**src/rtl/uart_pkg.sv**
```systemverilog
// rtl/uart_pkg.sv - shared UART state encoding and parity mode constants
// Purpose: common types for the UART transmitter and receiver.
// Contents: uart_state_t frame states, PAR_* parity mode codes, parity_enabled().
package uart_pkg;

  typedef enum logic [2:0] {
    ST_IDLE   = 3'd0,
    ST_START  = 3'd1,
    ST_DATA   = 3'd2,
    ST_PARITY = 3'd3,
    ST_STOP   = 3'd4
  } uart_state_t;

  localparam logic [1:0] PAR_NONE = 2'b00;
  localparam logic [1:0] PAR_EVEN = 2'b01;
  localparam logic [1:0] PAR_ODD  = 2'b10;

  // Mode 2'b11 is reserved and behaves as no parity.
  function automatic logic parity_enabled(input logic [1:0] mode);
    return (mode == PAR_EVEN) || (mode == PAR_ODD);
  endfunction

endpackage

```
**src/rtl/uart_bit_timer.sv**
```systemverilog
// rtl/uart_bit_timer.sv - counts baud ticks within one UART bit time
// Purpose: flags the tick that closes a bit after OSR baud ticks.
// Ports:
//   clk, rst_n   clock, asynchronous active-low reset
//   i_baud_tick  1-clk pulse from the baud generator
//   i_clear      holds the count at zero (e.g. while idle)
//   o_bit_end    high on the clk where the OSR-th tick of a bit arrives
module uart_bit_timer #(
  parameter int OSR = 16
) (
  input  logic clk,
  input  logic rst_n,
  input  logic i_baud_tick,
  input  logic i_clear,
  output logic o_bit_end
);

  localparam int CNT_W = (OSR > 1) ? $clog2(OSR) : 1;
  localparam logic [CNT_W-1:0] LAST_CNT = CNT_W'(OSR - 1);

  logic [CNT_W-1:0] r_tick_cnt;
  logic             w_last;

  assign w_last    = (r_tick_cnt == LAST_CNT);
  assign o_bit_end = i_baud_tick & ~i_clear & w_last;

  always_ff @(posedge clk or negedge rst_n) begin
    if (!rst_n) begin
      r_tick_cnt <= '0;
    end else if (i_clear) begin
      r_tick_cnt <= '0;
    end else if (i_baud_tick) begin
      r_tick_cnt <= w_last ? '0 : r_tick_cnt + 1'b1;
    end
  end

endmodule

```
**src/rtl/uart_tx_cfg.sv**
```systemverilog
// rtl/uart_tx_cfg.sv - configurable UART transmitter with valid/ready front end
// Purpose: sends start, DATA_W data bits LSB first, optional parity, 1 or 2 stop bits.
// Ports:
//   clk, rst_n    clock, asynchronous active-low reset
//   baud_tick     baud generator pulse; OSR pulses per bit
//   tx_data       word to send, captured on accept
//   tx_valid      word available; accept = tx_valid & tx_ready
//   tx_ready      high in IDLE
//   parity_mode   00 none, 01 even, 10 odd, 11 none; captured on accept
//   stop2         two stop bits when 1; captured on accept
//   tx_busy       frame in progress
//   tx_done       1-clk pulse after the last stop bit
//   tx_line       registered serial output, idle high
module uart_tx_cfg
  import uart_pkg::*;
#(
  parameter int DATA_W = 8,
  parameter int OSR    = 16
) (
  input  logic              clk,
  input  logic              rst_n,
  input  logic              baud_tick,
  input  logic [DATA_W-1:0] tx_data,
  input  logic              tx_valid,
  output logic              tx_ready,
  input  logic [1:0]        parity_mode,
  input  logic              stop2,
  output logic              tx_busy,
  output logic              tx_done,
  output logic              tx_line
);

  localparam int IDX_W = $clog2(DATA_W);
  localparam logic [IDX_W-1:0] LAST_IDX = IDX_W'(DATA_W - 1);
  localparam logic [DATA_W-1:0] ONE_HOT0 = {{(DATA_W-1){1'b0}}, 1'b1};

  uart_state_t       r_state, w_state_nxt;
  logic [DATA_W-1:0] r_shadow, w_shadow_nxt;
  logic              r_par_en, w_par_en_nxt;
  logic              r_par_odd, w_par_odd_nxt;
  logic              r_stop2, w_stop2_nxt;
  logic              r_stop_second, w_stop_second_nxt;
  logic [IDX_W-1:0]  r_bit_idx, w_bit_idx_nxt;
  logic              r_tx_line, w_tx_line_nxt;
  logic              r_tx_done, w_tx_done_nxt;

  logic              w_bit_end;
  logic              w_idle;
  logic [IDX_W-1:0]  w_idx_inc;
  logic              w_next_data_bit;
  logic              w_parity_bit;

  assign w_idle = (r_state == ST_IDLE);

  // The timer is held cleared in IDLE so the start bit always lasts a full OSR.
  uart_bit_timer #(.OSR(OSR)) u_bit_timer (
    .clk         (clk),
    .rst_n       (rst_n),
    .i_baud_tick (baud_tick),
    .i_clear     (w_idle),
    .o_bit_end   (w_bit_end)
  );

  assign w_idx_inc       = r_bit_idx + 1'b1;
  assign w_next_data_bit = |(r_shadow & (ONE_HOT0 << w_idx_inc));
  assign w_parity_bit    = r_par_odd ^ (^r_shadow);

  always_comb begin
    w_state_nxt       = r_state;
    w_shadow_nxt      = r_shadow;
    w_par_en_nxt      = r_par_en;
    w_par_odd_nxt     = r_par_odd;
    w_stop2_nxt       = r_stop2;
    w_stop_second_nxt = r_stop_second;
    w_bit_idx_nxt     = r_bit_idx;
    w_tx_line_nxt     = r_tx_line;
    w_tx_done_nxt     = 1'b0;

    case (r_state)
      ST_IDLE: begin
        w_tx_line_nxt = 1'b1;
        w_bit_idx_nxt = '0;
        if (tx_valid) begin
          w_shadow_nxt  = tx_data;
          w_par_en_nxt  = parity_enabled(parity_mode);
          w_par_odd_nxt = (parity_mode == PAR_ODD);
          w_stop2_nxt   = stop2;
          w_tx_line_nxt = 1'b0;
          w_state_nxt   = ST_START;
        end
      end
      ST_START: begin
        if (w_bit_end) begin
          w_state_nxt   = ST_DATA;
          w_bit_idx_nxt = '0;
          w_tx_line_nxt = r_shadow[0];
        end
      end
      ST_DATA: begin
        if (w_bit_end) begin
          if (r_bit_idx == LAST_IDX) begin
            w_bit_idx_nxt = '0;
            if (r_par_en) begin
              w_state_nxt   = ST_PARITY;
              w_tx_line_nxt = w_parity_bit;
            end else begin
              w_state_nxt       = ST_STOP;
              w_stop_second_nxt = 1'b0;
              w_tx_line_nxt     = 1'b1;
            end
          end else begin
            w_bit_idx_nxt = w_idx_inc;
            w_tx_line_nxt = w_next_data_bit;
          end
        end
      end
      ST_PARITY: begin
        if (w_bit_end) begin
          w_state_nxt       = ST_STOP;
          w_stop_second_nxt = 1'b0;
          w_tx_line_nxt     = 1'b1;
        end
      end
      ST_STOP: begin
        w_tx_line_nxt = 1'b1;
        if (w_bit_end) begin
          if (r_stop2 && !r_stop_second) begin
            w_stop_second_nxt = 1'b1;
          end else begin
            w_state_nxt   = ST_IDLE;
            w_tx_done_nxt = 1'b1;
          end
        end
      end
      default: begin
        w_state_nxt   = ST_IDLE;
        w_tx_line_nxt = 1'b1;
      end
    endcase
  end

  always_ff @(posedge clk or negedge rst_n) begin
    if (!rst_n) begin
      r_state       <= ST_IDLE;
      r_shadow      <= '0;
      r_par_en      <= 1'b0;
      r_par_odd     <= 1'b0;
      r_stop2       <= 1'b0;
      r_stop_second <= 1'b0;
      r_bit_idx     <= '0;
      r_tx_line     <= 1'b1;
      r_tx_done     <= 1'b0;
    end else begin
      r_state       <= w_state_nxt;
      r_shadow      <= w_shadow_nxt;
      r_par_en      <= w_par_en_nxt;
      r_par_odd     <= w_par_odd_nxt;
      r_stop2       <= w_stop2_nxt;
      r_stop_second <= w_stop_second_nxt;
      r_bit_idx     <= w_bit_idx_nxt;
      r_tx_line     <= w_tx_line_nxt;
      r_tx_done     <= w_tx_done_nxt;
    end
  end

  assign tx_ready = w_idle;
  assign tx_busy  = ~w_idle;
  assign tx_done  = r_tx_done;
  assign tx_line  = r_tx_line;

endmodule

```
**config.mk**
```make
export PLATFORM = sky130hd
export DESIGN_NAME = uart_tx_cfg
export DESIGN_NICKNAME = d
export VERILOG_FILES = /design/src/rtl/uart_pkg.sv /design/src/rtl/uart_bit_timer.sv /design/src/rtl/uart_tx_cfg.sv
export SDC_FILE = /design/constraint.sdc
export NUM_CORES = 1
export LEC_CHECK = 0
export CAP_MARGIN = 20
export CORE_MARGIN = 4
export CORE_UTILIZATION = 30
export DETAILED_ROUTE_END_ITERATION = 16
export SETUP_SLACK_MARGIN = 0.2
export SYNTH_ARGS = -nofsm -noshare
export SYNTH_HDL_FRONTEND = slang
export SYNTH_SLANG_ARGS = --single-unit
export TNS_END_PERCENT = 30
```
**constraint.sdc**
```tcl
create_clock -name clk -period 2.2 [get_ports clk]
set_clock_uncertainty 0.1 [all_clocks]
set_input_delay 0.44 -clock clk [delete_from_list [all_inputs] [get_ports clk]]
set_output_delay 0.44 -clock clk [all_outputs]
set_load 0.02 [all_outputs]
```
==> reports/results.txt, run 1 <==
The delay of the slowest cell on the worst path was 0.52 ns. The worst register-to-register path ends at tx_line$_DFFE_PN1P_. The H-tree level count was 1; the peak ir drop on the vdd network was 507 uV. Static timing analysis puts the maximum clock frequency at 500 MHz.

The tools report the critical path startpoint category as a flip-flop. The logs give 0.000601 W for the net switching power of the design and 43.7% for the fraction of power consumed by sequential logic. In this run the horizontal extent of the chip is 75.0 um.

For the final HPWL from detailed placement, the log shows 2010 um. The tools report the clock latency reported for the late side of the worst-skew pair as 0.27 ns. For the final max-slew violation count, the log shows 0. The run gives 0 as the initial antenna violation count. The number of register bits inferred by synthesis works out to 24. In this run the tightest slew margin relative to its limit is 73.4%. No sink is reached through more buffers than the 2 on the longest clock path. The yosys synthesis warning count came out at 0. The floorplan has 24 rows.

The most critical setup path has its startpoint at r_bit_idx[0]$_DFFE_PN0P_. Effective utilization at floorplan: 30.9%. STA classifies the critical path endpoint as a flip-flop. The number of flops mapped to enable cells by yosys was 0; the fraction of final layout cells with drive strength greater than 1 was 18.6%. In the layout the commonest cells are sky130_fd_sc_hd__dfrtp_1, sky130_fd_sc_hd__nor2_1, sky130_fd_sc_hd__clkdlybuf4s50_1. The number of nets still failing antenna checks after routing came out at 0. TritonCTS built the clock tree. The worst path needs 2.00 ns of the cycle, external delays included. For the worst flop-to-flop path, the logic depth is 7.

Summed over all failing endpoints, the final setup total negative slack is 0 ns. The first-iteration detailed-routing DRC count was 41. The flow ran to the end, and the final reports show no timing, DRC or antenna violations. The critical path class was reg2reg. The clock net in this run drives a total of 24 sinks.

The slowest stage of the critical path belongs to the cell sky130_fd_sc_hd__or4_1. The antenna diode instance count was 0; the number of port buffers was 18. The startpoint identified for the worst register-to-register timing path is r_bit_idx[0]$_DFFE_PN0P_.

The tool flagged a number of max-cap violations equal to 0. The post-synthesis average cell area was 10.4 um2. The slew at the pin closest to its max-slew limit works out to 0.394 ns.

Top flip-flop cell by instance count after synthesis: sky130_fd_sc_hd__dfrtp_1. For the number of standard cells in the layout, taps in and fillers out, the log shows 208. The net switching fraction of the power was 33.9%; the pin count of the biggest net entering global routing was 25. After detailed routing, the total wire length is 2650 um. The run gives 0.738 nW as the leakage power figure. Setup repair after global routing could not meet its margin everywhere. The design draws 0.00177 W.

The worst register-to-register path has a setup slack of 0.20 ns. Summing every instance area after synthesis gives 1350 um2. Required arrival time at the worst endpoint: 2.30 ns. In this run, placement finished with an instance count of 201. The biggest area contributor in the post-synthesis netlist is sky130_fd_sc_hd__dfrtp_1. Setup violations remaining at the end of the flow were counted as 0. TritonCTS created 3 clock buffers.

For the synthesized instance count, the log shows 129. In this run the vertical extent of the chip is 75.0 um. The first TritonRoute pass finished after 4 iterations. After clock tree synthesis, the clock-pin slew on the worst setup and hold paths is 0.09 ns. The critical path ends at tx_line$_DFFE_PN1P_.

For this design the ratio of total power to cell area is 1040 nW/um2. The worst endpoint data arrival time is 2.10 ns. For this run, the register share of the synthesized area comes to 44.7%. The number of nets in the final layout is 181, and the share of the synthesized area in the top cell type is 42.8%. The fraction of the cycle the final worst path needs was 90.9%. The number of different library cells used by synthesis comes to 36.

For this run, asynchronously set or reset flops after synthesis account for 100%. The first global-routing pass estimated 4570 um of wire. Global routing finished with a remaining overflow of 0. The signed area change from the synthesized netlist to the final layout is 26.5%. The routed length per instance came out at 12.7 um. Across all layers, the routed design uses 1,018 vias.

The number of nets in the synthesized netlist is 153. CTS placed an instance of sky130_fd_sc_hd__clkbuf_8 at the clock tree root. The run gives 0 as the total DRC errors in the routed layout. The total area inside the core boundary comes to 4350 um2. The internal power of the cells totals 0.00117 W. In this run, the clock network consumes 17.0% of the power. Commonest non-fill, non-tap cell in the layout: sky130_fd_sc_hd__dfrtp_1.

The via count of the first global-routing pass was 1,013; the number of endpoints with negative hold slack in the final report was 0. The global placer's final weighted congestion was 0.835; the boundary pin count was 19. In the routed layout, each cell is associated on average with a via count of 4.89.

Walking the worst path, the cells encountered are inv_1, ha_1, a222oi_1, nor2_1, or4_1, a21oi_2, a211oi_1. Sorting the synthesized cells by area gives the leading types as sky130_fd_sc_hd__dfrtp_1, sky130_fd_sc_hd__mux2_2, sky130_fd_sc_hd__ha_1. The tools report the combinational power share as 39.3%. The global routing usage summed across all routing layers came out at 10.4%. The class of the tightest hold or removal check was in2async.

The floorplan step defined a die boundary enclosing 5620 um2. In this run the worst path has a maximum fanout of 5.
[how the worst min path moves through the flow]
| stage | end | cells after the start |
|---|---|---|
| CTS | u_bit_timer.r_tick_cnt[0]$_DFFE_PN0P_ | 2 |
| finish | u_bit_timer.r_tick_cnt[0]$_DFFE_PN0P_ | 2 |
| detailed placement | r_stop_second$_DFFE_PN0P_ | 2 |
| global route | u_bit_timer.r_tick_cnt[0]$_DFFE_PN0P_ | 2 |
| global placement | r_par_odd$_DFFE_PN0P_ | 1 |
| floorplan | r_bit_idx[0]$_DFFE_PN0P_ | 0 |
[worst max-delay path, delay by kind of cell (launching register included)]
| family | cells | cell delay (ns) |
|---|---|---|
| buffers and inverters | 1 | 0.10 |
| DFF | 1 | 0.41 |
| AOI/OAI and AO/OA | 3 | 0.51 |
| adders and majority gates | 1 | 0.22 |
| and+or+nand+nor | 2 | 0.58 |
[cell usage after synthesis, types with 2 or more instances]
library cell and number:
sky130_fd_sc_hd__dfrtp_1 23, sky130_fd_sc_hd__o21ai_0 3, sky130_fd_sc_hd__clkbuf_1 2, sky130_fd_sc_hd__or4_1 2, sky130_fd_sc_hd__mux2i_1 4, sky130_fd_sc_hd__nand2_1 5
sky130_fd_sc_hd__a22oi_1 3, sky130_fd_sc_hd__mux2_2 11, sky130_fd_sc_hd__xnor2_1 7, sky130_fd_sc_hd__inv_1 8, sky130_fd_sc_hd__a41oi_1 2, sky130_fd_sc_hd__ha_1 9
sky130_fd_sc_hd__a21oi_1 9, sky130_fd_sc_hd__nor2_1 17, sky130_fd_sc_hd__xor2_1 2, sky130_fd_sc_hd__nand2b_1 2
[repair_timing]
action                                  in CTS  in global routing
endpoints found under the setup margin       3                  2
resized for setup                            1                  3
pin swaps                                    0                  1
hold buffers                                 0                  0
buffers inserted                             0                  3
[logic make-up after synthesis]
group,count (synthesis),share of synthesized area [%]
multiplexers,15,12.2
flip-flops,24,44.7
adder cells (fa/ha/maj),9,8.37
AO/OA/AOI/OAI,23,11.1
buffers and inverters,13,4.09
XOR/XNOR,9,5.86
AND/OR/NAND/NOR,36,13.7
[stage by stage]
| step | hold slack (ns) | cell area, um2 | worst slack [ns] | util [%] |
|---|---|---|---|---|
| floorplan | 0.0444 | 1350 | 0.341 | - |
| global placement | 0.421 | 1620 | 0.164 | 37.2 |
| detailed placement | 0.429 | 1620 | 0.153 | 37.2 |
| CTS | 0.423 | 1670 | 0.0441 | 38.4 |
| global route | 0.446 | 1700 | 0.0432 | 39.1 |
| finish | 0.413 | 1700 | 0.201 | 39.1 |
[state kept, by name (all words and copies together), names as in the netlist, 3 cells and up]
name                    cells
r_bit_idx                   3
r_shadow                    8
u_bit_timer.r_tick_cnt      4
r_state                     3
[power groups by stage]
stage          Sequential (W)  Combinational [W]  Clock (W)
6_report             0.000773           0.000696   0.000302
5_1_grt              0.000797           0.000772   0.000329
4_1_cts              0.000776           0.000703   0.000311
3_5_place_dp         0.000784           0.000704          0
3_3_place_gp         0.000773           0.000688          0
2_1_floorplan        0.000741           0.000553          0
[layout make-up]
type / count / area [um2]
Tap cell: 52 / 65.1
Inverter: 8 / 30.0
Multi-Input combinational cell: 92 / 692
Sequential cell: 24 / 603
Timing Repair Buffer: 28 / 256
Clock buffer: 4 / 55.1
Fill cell: 424 / 2650
[per-layer routing]
layer	global-route usage, %	share of wire (%)
met3	3.47	5.2
met2	17.0	48
met1	13.4	46
met5	0	0
met4	2.37	0.94
Power figures use the tool's default switching activity.
==> run 2: changes to the inputs <==
==> constraint.sdc (replaced) <==
create_clock -name clk -period 2.2 [get_ports clk]
set_clock_uncertainty 0.1 [all_clocks]
set_input_delay 0.22 -clock clk [delete_from_list [all_inputs] [get_ports clk]]
set_output_delay 0.22 -clock clk [all_outputs]
set_load 0.02 [all_outputs]
==> reports/results.txt, run 2 (synthesis results as in run 1) <==
The run finished with clean final reports. Max-slew headroom at the worst pin: 74.1% (+0.70 points). The number of port buffers was 18 (unchanged); the clock latency reported for the late side of the worst-skew pair was 0.27 ns (about the same). The first-iteration detailed-routing DRC count is 50 (+22%), and the number of nets in the final layout is 179 (-1.1%). The critical path class was reg2reg. The leakage power figure was 0.743 nW (+0.75%). The power density of the placed cells is 1050 nW/um2 (+1.1%), and the initial antenna violation count is 0 (unchanged). The commonest non-fill, non-tap cell in the layout is sky130_fd_sc_hd__dfrtp_1. The tools report the critical path startpoint category as a flip-flop. The fraction of the cycle the final worst path needs works out to 91.4% (+0.52 points).

Traced cell by cell, the critical path runs through inv_1, ha_1, a222oi_1, nor2_1, or4_1, a21oi_1, a211oi_1. The maximum net fanout on the critical path was 5 (unchanged); the global routing usage summed across all routing layers was 11.4% (+0.98 points). The slew at the pin closest to its max-slew limit is 0.388 ns (-0.00628 ns), and the routed length per instance is 13.5 um (+5.7%).

The die area is 5620 um2 (unchanged), and the antenna diode instance count is 0 (unchanged). The tools report the detailed-route via count as 1,031 (+1.3%). In the layout the commonest cells are sky130_fd_sc_hd__dfrtp_1, sky130_fd_sc_hd__nor2_1, sky130_fd_sc_hd__clkdlybuf4s50_1.

The maximum clock path buffer count was 2 (unchanged). For the boundary pin count, the log shows 19 (unchanged). From synthesis to final layout, the design area changed by 25.1%. Setup repair after global routing could not meet its margin everywhere.

The footprint of the multi-input gates is 688 um2 (-0.54%), and the wire length of the first global-routing pass is 4870 um (+6.5%). For the number of standard cells in the layout, taps in and fillers out, the log shows 206 (-0.96%). The worst setup path is captured at a flip-flop. The tools report the total DRC errors in the routed layout as 0 (unchanged). The number of buffers created by CTS is 3 (unchanged), and the combined flip-flop and latch cell area is 602 um2 (-0.21%). The H-tree level count was 1 (unchanged); the number of nets still failing antenna checks after routing was 0 (unchanged).

The final HPWL from detailed placement was 2160 um (+7.8%). The effective utilization at floorplan is 30.9% (unchanged). Class of the tightest hold or removal check: in2async.

The logs give 2.11 ns (about the same) for the worst endpoint data arrival time and 0 (unchanged) for the final count of negative-setup-slack endpoints. The logs give 0 (unchanged) for the number of endpoints with negative hold slack in the final report and 5 (+1) for the number of detailed-route iterations in the first pass. The horizontal extent of the die was 75.0 um (unchanged). The run gives 0 ns (unchanged) as the setup TNS. The largest registers in the layout are r_shadow: 8 flops, u_bit_timer.r_tick_cnt: 4 flops.

The fraction of final layout cells with drive strength greater than 1 was 16.2% (-2.4 points). The run gives 497 MHz (-0.57%) as the maximum clock frequency. The delay of the slowest cell on the worst path came out at 0.50 ns (-0.02 ns). The total of fill cells in the finished design came out at 429 (+1.2%). The required arrival time at the worst endpoint is 2.29 ns (about the same), and the minimum clock period is 2.01 ns (+0.0115 ns). The cell total after placement is 199 (-1.0%), and the ratio of routed vias to standard cells is 5.00 (+2.3%). The clock root buffer is sky130_fd_sc_hd__clkbuf_8. The logs give 0 (unchanged) for the final max-slew violation count and 25 (unchanged) for the pin count of the biggest net entering global routing.

The floorplan die height works out to 75.0 um (unchanged). Number of flip-flops in the largest register: 8 (unchanged). r_shadow holds more flip-flops than any other register. Core region area: 4350 um2 (unchanged). The number of rows in the core area came out at 24 (unchanged).

Number of buffers inserted by hold repair at cts: 0 (unchanged). The aggregate routed wire length was 2770 um (+4.6%); the clock-pin slew on the worst setup and hold paths was 0.08 ns (about the same). The number of clock sinks came out at 24 (unchanged). TritonCTS built the clock tree. The global placer's final weighted congestion is 0.823 (-1.5%). The slowest stage of the critical path belongs to the cell sky130_fd_sc_hd__or4_1.

The peak ir drop on the vdd network is 556 uV (+9.8%), and the number of violations of the max-capacitance limit is 0 (unchanged). The via count of the first global-routing pass was 1,089 (+7.5%); the leftover overflow at the end of global routing was 0 (unchanged).
run 2: cell count changes in the layout (fill, tap and decap cells not counted), sizes merged:
| cell | change |
|---|---|
| clkdlybuf4s50 | +1 |
| buf | -2 |
| dlygate4sd2 | -1 |
run 2: worst max-delay path: cells and delay by family (launching register included):
kind / cells / cell delay, ns
AO/OA/AOI/OAI: 3 / 0.51
AND/OR/NAND/NOR: 2 / 0.57
buffers and inverters: 1 / 0.10
adder cells (fa/ha/maj): 1 / 0.22
flip-flops: 1 / 0.43
run 2: worst paths after layout:
| path | start | to | slack, ns | depth (start not counted) |
|---|---|---|---|---|
| worst max register to register | r_bit_idx[0]$_DFFE_PN0P_ | tx_line$_DFFE_PN1P_ | 0.19 | 7 |
| max in group asynchronous | rst_n | tx_line$_DFFE_PN1P_ | 1.50 | 2 |
| worst min-delay path | rst_n | r_state[2]$_DFFE_PN0P_ | 0.21 | 2 |
| worst min register to register | r_par_odd$_DFFE_PN0P_ | r_par_odd$_DFFE_PN0P_ | 0.44 | 1 |
| worst max-delay path | r_bit_idx[0]$_DFFE_PN0P_ | tx_line$_DFFE_PN1P_ | 0.19 | 7 |
| min in group clk | r_par_odd$_DFFE_PN0P_ | r_par_odd$_DFFE_PN0P_ | 0.44 | 1 |
run 2: timing repair:
action                     4_1_cts  5_1_grt
pin swaps                        1        0
setup buffers                    2        1
setup endpoints to repair        3        6
gates resized for setup          0        1
run 2: final cells by class:
| cell class | instances | share of cell area [%] |
|---|---|---|
| multi-input combinational | 92 | 40.9 |
| sequential | 24 | 35.8 |
| timing repair buffer | 26 | 14.4 |
| tap | 52 | 3.87 |
| clock buffer | 4 | 3.27 |
| inverter | 8 | 1.78 |
run 2: where the power goes:
group	switching (W)	leakage, nW	internal [W]	total [W]
clock network	0.000141	0.0288	0.000160	0.000301
logic	0.000289	0.416	0.000407	0.000696
registers	0.000173	0.298	0.000603	0.000775
total	0.000603	0.743	0.00117	0.00177
run 2: per-stage QoR:
step                      setup slack [ns]  area (um2)  total power [W]  utilization [%]  hold WS, ns
after floorplan                      0.341        1350          0.00129                -       -0.176
after global placement               0.281        1600          0.00145             36.8        0.418
after detailed placement             0.192        1600          0.00149             36.8        0.425
after CTS                            0.178        1670          0.00180             38.4        0.215
after global routing                 0.116        1680          0.00192             38.6        0.232
final                                0.189        1680          0.00177             38.6        0.213
run 2: routing by layer:
metal,part of all wire (%),global-route usage [%],vias up
li1,-,-,505
met1,43,13.5,494
met2,49,19.0,27
met3,5.7,3.74,5
met4,1.4,4.94,0
met5,0,0,-
==> run 3: changes to the inputs <==
- SLEW_MARGIN: unset -> 20
==> results of run 3 <==
Final layout, timing and power as in run 2 (identical DEF).
